==> src/rtl/riscv_constants.sv <==
// rtl/riscv_constants.sv - shared constants for the RV core front end
//
// PC_SEL      : next-PC select driven into riscv_pc (PC_HOLD keeps the PC).
// FETCH_STATE : instruction-fetch sequencer states used by riscv_fetch_ctrl.
package riscv_constants;

  typedef enum logic [1:0] {
    PC_HOLD   = 2'b00,
    PC_PLUS4  = 2'b01,
    PC_TARGET = 2'b10
  } PC_SEL;

  typedef enum logic [1:0] {
    IDLE = 2'b00,
    REQ  = 2'b01,
    WAIT = 2'b10,
    HOLD = 2'b11
  } FETCH_STATE;

endpackage

==> src/rtl/riscv_fetch_ctrl.sv <==
// rtl/riscv_fetch_ctrl.sv - multi-cycle instruction fetch sequencer
//
// Ports:
//   clk, x_reset                     clock, async active-low reset
//   imem_req / imem_gnt              fetch request (address is riscv_pc pc_out)
//   imem_rvalid / imem_rdata         fetch response
//   inst_valid / inst / inst_ready   held instruction towards decode
//   redirect_valid / redirect_ready  taken branch/jump from execute
//   pc_sel                           next-PC select for riscv_pc (one-cycle pulses)
//   inst_count                       instructions delivered to decode (wraps)
module riscv_fetch_ctrl
  import riscv_constants::*;
(
  input  logic        clk,
  input  logic        x_reset,
  output logic        imem_req,
  input  logic        imem_gnt,
  input  logic        imem_rvalid,
  input  logic [31:0] imem_rdata,
  output logic        inst_valid,
  output logic [31:0] inst,
  input  logic        inst_ready,
  input  logic        redirect_valid,
  output logic        redirect_ready,
  output PC_SEL       pc_sel,
  output logic [31:0] inst_count
);

  FETCH_STATE state;
  logic       drop;
  logic       xfer;

  assign imem_req = (state == REQ);

  // A pending redirect kills the held instruction, so it is never offered.
  assign inst_valid = (state == HOLD) && !redirect_valid;

  // Redirects are refused in REQ: pc_out is the request address until granted.
  assign redirect_ready = redirect_valid && ((state == WAIT) || (state == HOLD));

  assign xfer = inst_valid && inst_ready;

  always_comb begin
    pc_sel = PC_HOLD;
    if (redirect_ready) begin
      pc_sel = PC_TARGET;
    end else if (xfer) begin
      pc_sel = PC_PLUS4;
    end
  end

  always_ff @(posedge clk or negedge x_reset) begin
    if (!x_reset) begin
      state      <= IDLE;
      drop       <= 1'b0;
      inst       <= '0;
      inst_count <= '0;
    end else begin
      case (state)
        IDLE: state <= REQ;
        REQ: begin
          if (imem_gnt) begin
            state <= WAIT;
          end
        end
        WAIT: begin
          if (imem_rvalid) begin
            // Data arriving with a redirect, or after one, belongs to the old path.
            if (!drop && !redirect_valid) begin
              inst  <= imem_rdata;
              state <= HOLD;
            end else begin
              state <= REQ;
            end
            drop <= 1'b0;
          end else if (redirect_valid) begin
            drop <= 1'b1;
          end
        end
        HOLD: begin
          if (redirect_valid) begin
            state <= REQ;
          end else if (inst_ready) begin
            inst_count <= inst_count + 32'd1;
            state      <= REQ;
          end
        end
        default: state <= IDLE;
      endcase
    end
  end

endmodule

==> config.mk <==
export PLATFORM = sky130hd
export DESIGN_NAME = riscv_fetch_ctrl
export DESIGN_NICKNAME = d
export VERILOG_FILES = /design/src/rtl/riscv_constants.sv /design/src/rtl/riscv_fetch_ctrl.sv
export SDC_FILE = /design/constraint.sdc
export NUM_CORES = 1
export LEC_CHECK = 0
export ABC_AREA = 1
export CAP_MARGIN = 15
export CORE_MARGIN = 4
export CORE_UTILIZATION = 41
export CTS_CLUSTER_DIAMETER = 40
export DETAILED_ROUTE_END_ITERATION = 7
export HOLD_SLACK_MARGIN = 0.08
export PLACE_DENSITY_LB_ADDON = 0.25
export REMOVE_ABC_BUFFERS = 1
export SLEW_MARGIN = 0
export SYNTH_ARGS = -nofsm -noshare
export SYNTH_HDL_FRONTEND = slang
export SYNTH_SLANG_ARGS = --single-unit
==> constraint.sdc <==
create_clock -name clk -period 1.5 [get_ports clk]
set_clock_uncertainty 0.1 [all_clocks]
set_input_delay 0.225 -clock clk [delete_from_list [all_inputs] [get_ports clk]]
set_output_delay 0.225 -clock clk [all_outputs]
set_load 0.02 [all_outputs]
==> results.json <==
{
  "avgViaCountPerCell": 4.86,
  "placed_cells": 551,
  "seq_area_um2": 1680,
  "layout-drive-gt1-share_pct": 26.0,
  "path_common_cell": "nand2_1",
  "post-route-period-util_pct": 115,
  "grt_pass1_wl_um": 13400,
  "p_sw_mw": 2.16,
  "gr-usage-all-layers_pct": 19.0,
  "ff2ff_path_depth": 9,
  "cp.required_ns": 1.63,
  "status": "finished with violations",
  "power.total_mw": 6.51,
  "fin_cells": 584,
  "insertion_delay_ns": 0.33,
  "multi_input_comb_area_um2": 1660,
  "power_density_nw_per_um2": 1290,
  "yosysMostFrequentCell": "nand2_1",
  "grt_pass1_vias": 2755,
  "tns_ns": -6.88,
  "power_frac_comb_pct": 39.4,
  "ios": 107,
  "fin_crit_ns": 1.73,
  "grt_setup_unrepaired": "yes",
  "die_h_um": 96.4,
  "setup_ws_ns": -0.226,
  "drt-initial-drc-count": 115,
  "p_int_mw": 4.35,
  "crit_arrival_ns": 1.85,
  "path_buf_inv": 1,
  "syn_avg_cell_area_um2": 9.62,
  "drv_slew": 0,
  "max_stage_delay_ns": 0.42,
  "synth_area_leader_cell": "dfrtp_1",
  "synth_area_um2": 3200,
  "cp_top_family": "simple AND/OR/NAND/NOR gates",
  "core_area_um2": 7410,
  "leakage_nw": 2.64,
  "drc_errors": 0,
  "cp-end-kind": "flop",
  "crit_slowest_cell": "dfrtp_1",
  "final_area_um2": 5060,
  "grt_max_degree": 68,
  "final.fill_count": 623,
  "ys_types": 26,
  "cap_viol_max_count": 0,
  "ys_seq_elements": 67,
  "synth_top_area_share_pct": 52.3,
  "hpwl_um": 5900,
  "slew-limit-headroom_pct": 75.3,
  "syn_inst": 333,
  "tightest_slew_ns": 0.370,
  "dr_total_vias": 2840,
  "crit_chain": "ha_4, nand3_4, buf_6, nor2_4, nand2_4, nor2_2, nand2_1, nand2_1, nand2_1",
  "ys.flop_type": "dfrtp_1",
  "dieArea_um2": 9290,
  "area_delta_synth_final_pct": 57.9,
  "diodes": 0,
  "cp_max_fo": 5,
  "ant_nets": 0,
  "path_clk_slew_ns": 0.07,
  "ir_drop_v": 0.000640,
  "antenna_found_initial": 0,
  "die_x_um": 96.4,
  "yosysWarnings": 0,
  "synth_sequential_area_ratio_pct": 52.3,
  "power.clock.fraction_pct": 21.4,
  "cts.path.max_buffers": 2,
  "seq_power_share_pct": 39.2,
  "numCtsBuffers": 9,
  "root_buffer": "clkbuf_8",
  "netlist_top_cells_area": "dfrtp_1 (52%), nand2_1 (11%), mux2_1 (11%)",
  "rows": 31,
  "worstSetupPathType": "flop to flop",
  "placed_cell_area_um2": 4510,
  "swShare_pct": 33.2,
  "setup_violations": 60,
  "firstDrtPassIters": 4,
  "synth_edf_count": 0,
  "routed_wl_um": 9050,
  "start_kind": "flop",
  "gp_congestion": 0.825,
  "crit_cells": 9,
  "start_util_pct": 43.3,
  "violations": "negative setup slack",
  "htreeDepth": 3,
  "synthArstFlopShare_pct": 100,
  "nets": 523,
  "portBuffers": 106,
  "cts.sinks": 67,
  "overflow": 0,
  "cts_tree": "built",
  "ys_top_cells_by_count": "nand2_1 (97), dfrtp_1 (67), nor2_1 (37)",
  "wl_per_cell_um": 15.5,
  "hp-class": "input pin to asynchronous set/reset pin",
  "worst_hold_slack_ns": 0.335,
  "fmax_ghz": 0.580,
  "hold_viol_final": 0
}
-- per-stage QoR --
step / setup slack, ns / util, %
after floorplan: -0.382 / -
after global placement: -0.391 / 60.9
after detailed placement: -0.394 / 60.9
after CTS: -0.210 / 64.4
after global routing: -0.324 / 68.3
final: -0.226 / 68.3
-- cell type report --
| cell class | count | area share [%] |
|---|---|---|
| timing repair buffer | 140 | 26.2 |
| sequential | 67 | 33.2 |
| multi-input combinational | 236 | 32.8 |
| inverter | 27 | 2.00 |
| clock inverter | 3 | 0.791 |
| tap | 99 | 2.45 |
| clock buffer | 12 | 2.67 |
-- sequential cells by signal, summed over array words and instances (netlist names) --
register	count
drop	1
inst	32
inst_count	32
state	2
-- worst reg2reg max path, stage by stage, from the launching register on --
cell     delay [ns]
dfrtp_1        0.42
ha_4           0.19
nand3_4        0.08
buf_6          0.15
nor2_4         0.19
nand2_4        0.10
nor2_2         0.16
nand2_1        0.11
nand2_1        0.09
nand2_1        0.05
-- placed cells by master (no fill, tap or decap), drive strengths merged --
| cell | instances |
|---|---|
| xnor2 | 7 |
| mux2 | 32 |
| o21bai | 1 |
| dlygate4sd2 | 52 |
| dfrtp | 67 |
| ha | 4 |
| nand3b | 12 |
| a21oi | 1 |
| clkdlybuf4s50 | 36 |
| clkdlybuf4s15 | 8 |
| or2 | 1 |
| o21ai | 5 |
| clkbuf | 15 |
| nand4 | 7 |
| bufinv | 1 |
| nand2 | 100 |
| nand3 | 11 |
| clkinv | 2 |
| inv | 27 |
| buf | 40 |
| nor2 | 47 |
| xor2 | 8 |
| dlygate4sd3 | 1 |
-- power groups by stage --
stage	clock, mW	combinational, mW	sequential [mW]
6_report	1.39	2.56	2.55
3_3_place_gp	0	2.39	2.53
5_1_grt	1.53	2.75	2.61
4_1_cts	1.43	2.22	2.52
3_5_place_dp	0	2.42	2.57
2_1_floorplan	0	0.562	3.08
-- path summary, 6_finish.rpt --
path | startpoint | endpoint | slack [ns]
max | state[1] | inst_count[26] | -0.23
min | x_reset | inst[18] | 0.34
max reg2reg | state[1] | inst_count[26] | -0.23
min reg2reg | inst_count[31] | inst_count[31] | 0.39
max in group asynchronous | x_reset | inst_count[3] | 0.63
min in group clk | imem_rdata[5] | inst[5] | 0.39
-- timing repair --
| item | 4_1_cts | 5_1_grt |
|---|---|---|
| pin swaps | 0 | 14 |
| cloned | 3 | 1 |
| setup endpoints to repair | 127 | 78 |
| hold endpoints to repair | 67 | 0 |
| hold buffers | 1 | 0 |
| resized for setup | 97 | 88 |
| setup buffers | 4 | 12 |
-- kinds of logic (layout without fill, tap and decap cells) --
logic type | Yosys count | after routing | synth area share (%)
AND/OR/NAND/NOR | 177 | 178 | 25.7
flip-flops | 67 | 67 | 52.3
multiplexers | 32 | 32 | 11.2
buffers and inverters | 31 | 182 | 3.87
XOR/XNOR | 15 | 15 | 4.10
AO/OA/AOI/OAI | 7 | 7 | 1.17
adder cells (fa/ha/maj) | 4 | 4 | 1.56
-- metal layers --
layer  GRT usage [%]  up-vias  wire (um)
li1                -     1362          -
met1            24.9     1374       3930
met2            31.1       90       4400
met3            3.80       14        571
met4            7.01        0        150
met5               0        -          0
Note: power is estimated with default switching activity, not from simulation.
